[src/rtl/reg_file_sequencer_if.sv]
// reg_file_sequencer_if: command and response handshakes of the register-file sequencer.
interface reg_file_sequencer_if #(parameter int N = 32);
    logic         cmd_valid;
    logic         cmd_ready;
    logic [1:0]   cmd_op;
    logic [2:0]   cmd_src;
    logic [2:0]   cmd_dst;
    logic [N-1:0] cmd_imm;
    logic         rsp_valid;
    logic         rsp_ready;
    logic [N-1:0] rsp_data;
    modport master (
        output cmd_valid, cmd_op, cmd_src, cmd_dst, cmd_imm, rsp_ready,
        input  cmd_ready, rsp_valid, rsp_data
    );
    modport slave (
        input  cmd_valid, cmd_op, cmd_src, cmd_dst, cmd_imm, rsp_ready,
        output cmd_ready, rsp_valid, rsp_data
    );
endinterface

[src/rtl/reg_file_sequencer.sv]
// reg_file_sequencer: expands LOAD/READ/MOVE/SWAP commands into exclusive register-file read/write cycles.
module reg_file_sequencer #(
    parameter int N = 32
) (
    input  logic                 clk,
    input  logic                 rst_n,
    reg_file_sequencer_if.slave  bus,
    output logic                 rf_read_enable_o,
    output logic                 rf_write_enable_o,
    output logic [2:0]           rf_read_addr_o,
    output logic [2:0]           rf_write_addr_o,
    output logic [N-1:0]         rf_write_data_o,
    input  logic [N-1:0]         rf_read_data_i
);
    localparam logic [1:0] OP_LOAD = 2'd0;
    localparam logic [1:0] OP_READ = 2'd1;
    localparam logic [1:0] OP_MOVE = 2'd2;
    localparam logic [1:0] OP_SWAP = 2'd3;

    typedef enum logic [2:0] {IDLE, RD_A, CAP_A, RD_B, CAP_B, WR_A, WR_B, RESP} state_t;

    state_t       state_q, state_d;
    logic [1:0]   op_q, op_d;
    logic [2:0]   src_q, src_d;
    logic [2:0]   dst_q, dst_d;
    logic [N-1:0] imm_q, imm_d;
    logic [N-1:0] temp_a_q, temp_a_d;
    logic [N-1:0] temp_b_q, temp_b_d;

    always_ff @(posedge clk or negedge rst_n) begin
        if (!rst_n) begin
            state_q  <= IDLE;
            op_q     <= '0;
            src_q    <= '0;
            dst_q    <= '0;
            imm_q    <= '0;
            temp_a_q <= '0;
            temp_b_q <= '0;
        end else begin
            state_q  <= state_d;
            op_q     <= op_d;
            src_q    <= src_d;
            dst_q    <= dst_d;
            imm_q    <= imm_d;
            temp_a_q <= temp_a_d;
            temp_b_q <= temp_b_d;
        end
    end

    // cmd_ready is gated by rst_n so it drops asynchronously with reset.
    assign bus.cmd_ready = rst_n && (state_q == IDLE);

    always_comb begin
        state_d           = state_q;
        op_d              = op_q;
        src_d             = src_q;
        dst_d             = dst_q;
        imm_d             = imm_q;
        temp_a_d          = temp_a_q;
        temp_b_d          = temp_b_q;
        rf_read_enable_o  = 1'b0;
        rf_write_enable_o = 1'b0;
        rf_read_addr_o    = '0;
        rf_write_addr_o   = '0;
        rf_write_data_o   = '0;
        bus.rsp_valid     = 1'b0;
        bus.rsp_data      = '0;
        case (state_q)
            IDLE: if (bus.cmd_valid) begin
                op_d    = bus.cmd_op;
                src_d   = bus.cmd_src;
                dst_d   = bus.cmd_dst;
                imm_d   = bus.cmd_imm;
                state_d = (bus.cmd_op == OP_LOAD) ? WR_A : RD_A;
            end
            RD_A: begin
                rf_read_enable_o = 1'b1;
                rf_read_addr_o   = src_q;
                state_d          = CAP_A;
            end
            CAP_A: begin
                temp_a_d = rf_read_data_i;
                state_d  = (op_q == OP_READ) ? RESP : (op_q == OP_MOVE) ? WR_A : RD_B;
            end
            RD_B: begin
                rf_read_enable_o = 1'b1;
                rf_read_addr_o   = dst_q;
                state_d          = CAP_B;
            end
            CAP_B: begin
                temp_b_d = rf_read_data_i;
                state_d  = WR_A;
            end
            WR_A: begin
                rf_write_enable_o = 1'b1;
                rf_write_addr_o   = dst_q;
                rf_write_data_o   = (op_q == OP_LOAD) ? imm_q : temp_a_q;
                state_d           = (op_q == OP_SWAP) ? WR_B : RESP;
            end
            WR_B: begin
                rf_write_enable_o = 1'b1;
                rf_write_addr_o   = src_q;
                rf_write_data_o   = temp_b_q;
                state_d           = RESP;
            end
            RESP: begin
                bus.rsp_valid = 1'b1;
                bus.rsp_data  = (op_q == OP_LOAD) ? imm_q : temp_a_q;
                state_d       = bus.rsp_ready ? IDLE : RESP;
            end
            default: state_d = IDLE;
        endcase
    end
endmodule

[src/flat_wrapper.sv]
// flat-port wrapper written by rule: the top's interface ports become plain ports
module reg_file_sequencer_flat 
#(
    parameter int N = 32
)
  (clk, rst_n, rf_read_enable_o, rf_write_enable_o, rf_read_addr_o, rf_write_addr_o, rf_write_data_o, rf_read_data_i, bus_cmd_valid, bus_cmd_op, bus_cmd_src, bus_cmd_dst, bus_cmd_imm, bus_rsp_ready, bus_cmd_ready, bus_rsp_valid, bus_rsp_data);
  reg_file_sequencer_if #(.N(N)) bus_i ();
  input  logic clk;
  input  logic rst_n;
  output logic rf_read_enable_o;
  output logic rf_write_enable_o;
  output logic [2:0] rf_read_addr_o;
  output logic [2:0] rf_write_addr_o;
  output logic [N-1:0] rf_write_data_o;
  input  logic [N-1:0] rf_read_data_i;
  input wire logic [$bits(bus_i.cmd_valid)-1:0] bus_cmd_valid;
  input wire logic [$bits(bus_i.cmd_op)-1:0] bus_cmd_op;
  input wire logic [$bits(bus_i.cmd_src)-1:0] bus_cmd_src;
  input wire logic [$bits(bus_i.cmd_dst)-1:0] bus_cmd_dst;
  input wire logic [$bits(bus_i.cmd_imm)-1:0] bus_cmd_imm;
  input wire logic [$bits(bus_i.rsp_ready)-1:0] bus_rsp_ready;
  output wire logic [$bits(bus_i.cmd_ready)-1:0] bus_cmd_ready;
  output wire logic [$bits(bus_i.rsp_valid)-1:0] bus_rsp_valid;
  output wire logic [$bits(bus_i.rsp_data)-1:0] bus_rsp_data;
  assign bus_i.cmd_valid = bus_cmd_valid;
  assign bus_i.cmd_op = bus_cmd_op;
  assign bus_i.cmd_src = bus_cmd_src;
  assign bus_i.cmd_dst = bus_cmd_dst;
  assign bus_i.cmd_imm = bus_cmd_imm;
  assign bus_i.rsp_ready = bus_rsp_ready;
  assign bus_cmd_ready = bus_i.cmd_ready;
  assign bus_rsp_valid = bus_i.rsp_valid;
  assign bus_rsp_data = bus_i.rsp_data;
  reg_file_sequencer #(.N(N)) u_core (.clk(clk), .rst_n(rst_n), .bus(bus_i), .rf_read_enable_o(rf_read_enable_o), .rf_write_enable_o(rf_write_enable_o), .rf_read_addr_o(rf_read_addr_o), .rf_write_addr_o(rf_write_addr_o), .rf_write_data_o(rf_write_data_o), .rf_read_data_i(rf_read_data_i));
endmodule
[config.mk]
export PLATFORM = sky130hd
export DESIGN_NAME = reg_file_sequencer_flat
export DESIGN_NICKNAME = d
export VERILOG_FILES = /design/src/rtl/reg_file_sequencer_if.sv /design/src/rtl/reg_file_sequencer.sv /design/src/flat_wrapper.sv
export SDC_FILE = /design/constraint.sdc
export NUM_CORES = 1
export LEC_CHECK = 0
export ABC_CLOCK_PERIOD_IN_PS = 2400
export BUFFER_PORTS_ARGS = -buffer_cell sky130_fd_sc_hd__buf_2
export CAP_MARGIN = 20
export CORE_MARGIN = 5
export CORE_UTILIZATION = 56
export DETAILED_ROUTE_END_ITERATION = 12
export GPL_ROUTABILITY_DRIVEN = 0
export GPL_TIMING_DRIVEN = 0
export HOLD_SLACK_MARGIN = 0.06
export PLACE_DENSITY = 0.84
export SLEW_MARGIN = 20
export SYNTH_ARGS = -nofsm -noshare
export SYNTH_HDL_FRONTEND = slang
export SYNTH_SLANG_ARGS = --single-unit
export TNS_END_PERCENT = 10
[constraint.sdc]
create_clock -name clk -period 2.4 [get_ports clk]
set_input_delay 0.12 -clock clk [delete_from_list [all_inputs] [get_ports clk]]
set_output_delay 0.12 -clock clk [all_outputs]
set_load 0.02 [all_outputs]
==> results.yml <==
grt:
  grt_pass1_vias: 4425
  globalRouteOverflowTotal: 0
  first_pass_grt_wire_length_um: 22890
  initial_antenna_violation_count: 0
  maximum_number_of_pins_on_one_net_before_global_route_repair: 68
  gr-usage-all-layers_pct: 26.03
clocking:
  insertion_delay_ps: 370
  cts_tree: "done"
  clock_sink_count: 107
  numCtsBuffers: 9
  htree_num_levels: 3
  post_cts.repair.setup_buffers: 0
  clk_path_buf_depth: 2
  clock-root-buffer: "sky130_fd_sc_hd__clkbuf_8"
  clk_pin_slew_ps: 100
synthesis:
  post_synth_main_area_contributors: "sky130_fd_sc_hd__dfrtp_1 (52%), sky130_fd_sc_hd__mux2_2 (13%), sky130_fd_sc_hd__mux2_4 (8.2%)"
  post_synthesis_instance_area_um2: 5129
  synth_largest_area_cell: "sky130_fd_sc_hd__dfrtp_1"
  synth_async_sr_flop_share_pct: 100.0
  instance_count_of_the_mapped_netlist: 408
  syn-mean-instance-area_um2: 12.57
  synth_fp_nets: 487
  yosys_register_bits: 107
  synth_flop_cell: "sky130_fd_sc_hd__dfrtp_1"
  synth_most_common_cell: "sky130_fd_sc_hd__dfrtp_1"
  synth_largest_type_area_fraction_pct: 52.21
  ys_seq_area_share_pct: 52.21
  number_of_enable_flip_flop_cells_after_synthesis: 0
  netlist_top_cells_count: "sky130_fd_sc_hd__dfrtp_1 (107), sky130_fd_sc_hd__mux2_2 (61), sky130_fd_sc_hd__nor2_1 (36), sky130_fd_sc_hd__mux2i_1 (35), sky130_fd_sc_hd__nand2_1 (34)"
  synth_cell_type_count: 30
  synth_warnings: 0
worst_setup_path:
  critPathMaxFanout: 10
  critical_path_required_ps: 2280
  critical_path.startpoint_type: "register"
  worst_setup_path_end_kind: "primary output"
  critical_path_arrival_ps: 2190
  critPathKind: "reg -> out"
sta:
  setup_viol: 0
  final_cycle_share_pct: 96.20
  grt_setup_unrepaired: "true"
  final_period_minus_worst_setup_slack_ps: 2309
  worst_slew_margin_rel_pct: 58.85
  timing_hold_violations_final: 0
  fin_worst_hold_slack_ps: 124.7
  timing.fmax_mhz: 433.1
  worst-slew-pin-transition_ps: 617.2
  finalClockSkew_ps: 10.67
  timing.final.max_slew_violations: 0
worst_hold_path:
  hp-class: "in -> reg"
route:
  avgRoutedWirePerCell_um: 18.46
  final_antenna_net_count: 0
  dr_total_vias: 4118
  totalWireLength_um: 14030
  viasPerCell: 5.418
  drt-pass1-iter-count: 4
  drt_initial_violations: 130
  drc: 0
layout:
  area_growth_pct: 37.62
  drive_above_1_share_pct: 42.99
  num_antenna_cells: 0
  final_net_count: 723
  post-route-cell-area_um2: 7058
  final_core_util_pct: 77.86
power_and_ir_drop:
  ir_drop_mv: 0.6444
  static_leak_nw: 3.425
  pwr_density_cell_nw_per_um2: 1303
  post-layout-total-power_mw: 9.193
die:
  io_pins: 150
  floorplan.initialDensity_pct: 56.58
  die_x_um: 105.7
  die_h_um: 105.7
  row_count: 35
  core_um2: 9065
  design.die.area_um2: 11170
flow_run:
  max_cap_violations: 0
place:
  dpl.hpwl_um: 9269
  place.port_buffers: 149
  detailed_place.area_um2: 6047
status:
  status: "finished, final reports clean"
==> layer usage <==
layer	GRT usage, %	vias to the layer above	wire, um
met3	5.879	27	872
li1	-	1887	-
met4	8.141	0	241
met2	45.77	163	7222
met5	0	-	0
met1	31.84	2041	5692
==> repair_timing <==
action,CTS,global route
endpoints found under the setup margin,4,51
hold endpoints to repair,145,0
hold buffers,76,0
gates resized for setup,2,5
==> worst paths after layout <==
check | slack [ps] | endpoint | cells past startpoint | startpoint
max reg2reg | 620 | u_core.imm_q[19] | 5 | u_core.state_q[0]
min in group asynchronous | 220 | u_core.temp_a_q[18] | 2 | rst_n
max | 90 | bus_rsp_data[30] | 5 | u_core.state_q[1]
max in group asynchronous | 1510 | u_core.dst_q[0] | 3 | rst_n
min | 120 | u_core.state_q[0] | 3 | bus_cmd_valid
min reg2reg | 500 | u_core.temp_a_q[5] | 1 | u_core.temp_a_q[5]
==> state kept, by name, summed over array words and instances (netlist names) <==
register	flops
u_core.src_q	3
u_core.imm_q	32
u_core.temp_b_q	32
u_core.state_q	3
u_core.temp_a_q	32
u_core.op_q	2
u_core.dst_q	3
==> layout make-up <==
type                    instances  area [um2]
flip-flops and latches        107        2678
multi-input cells             268        2260
fillers                       561        2007
repair buffers                226        1540
plain buffers                  26       176.4
well taps                     111       138.9
clock buffers                  10       137.6
clock inverters                 6       105.1
inverters                       6       22.52
==> through the flow <==
stage                     TNS [ps]  cells  setup slack [ps]
after floorplan                  0    408             622.9
after global placement      -92.03    668            -92.03
after detailed placement         0    669             372.6
after CTS                   -2.860    761            -2.860
after global routing        -529.1    760            -56.65
final                            0    760             91.26
==> power breakdown <==
group / switching [mW] / internal (mW) / total, mW
Sequential: 0.533 / 2.69 / 3.22
Clock: 0.654 / 0.640 / 1.29
Combinational: 2.58 / 2.09 / 4.68
Total: 3.77 / 5.43 / 9.19
==> worst max-delay path: stages, from the launching register on <==
cell	delay (ps)
sky130_fd_sc_hd__dfrtp_1	460
sky130_fd_sc_hd__buf_2	280
sky130_fd_sc_hd__nand3_1	300
sky130_fd_sc_hd__clkbuf_1	380
sky130_fd_sc_hd__nor2_1	210
sky130_fd_sc_hd__buf_2	200
==> cell usage in the layout (no fill, tap or decap), drive strengths merged, types with 2 or more instances in the layout <==
master / instances
dfrtp: 107
a22oi: 2
nand2: 34
inv: 9
nand3: 4
nor2: 36
bufinv: 2
clkbuf: 14
a22o: 3
o21ai: 35
mux2i: 35
dlygate4sd3: 76
buf: 172
ha: 3
and2: 2
mux2: 103
nor3: 3
==> cells by family (layout without fill, tap and decap cells) <==
| family | count (synthesis) | count (layout) | synth area share, % |
|---|---|---|---|
| adders and majority gates | 3 | 3 | 0.7320 |
| AOI/OAI and AO/OA | 44 | 44 | 4.782 |
| DFF | 107 | 107 | 52.21 |
| muxes | 138 | 138 | 31.50 |
| and+or+nand+nor | 83 | 83 | 7.051 |
| buffers and inverters | 33 | 274 | 3.733 |
Note: power is estimated with default switching activity, not from simulation.
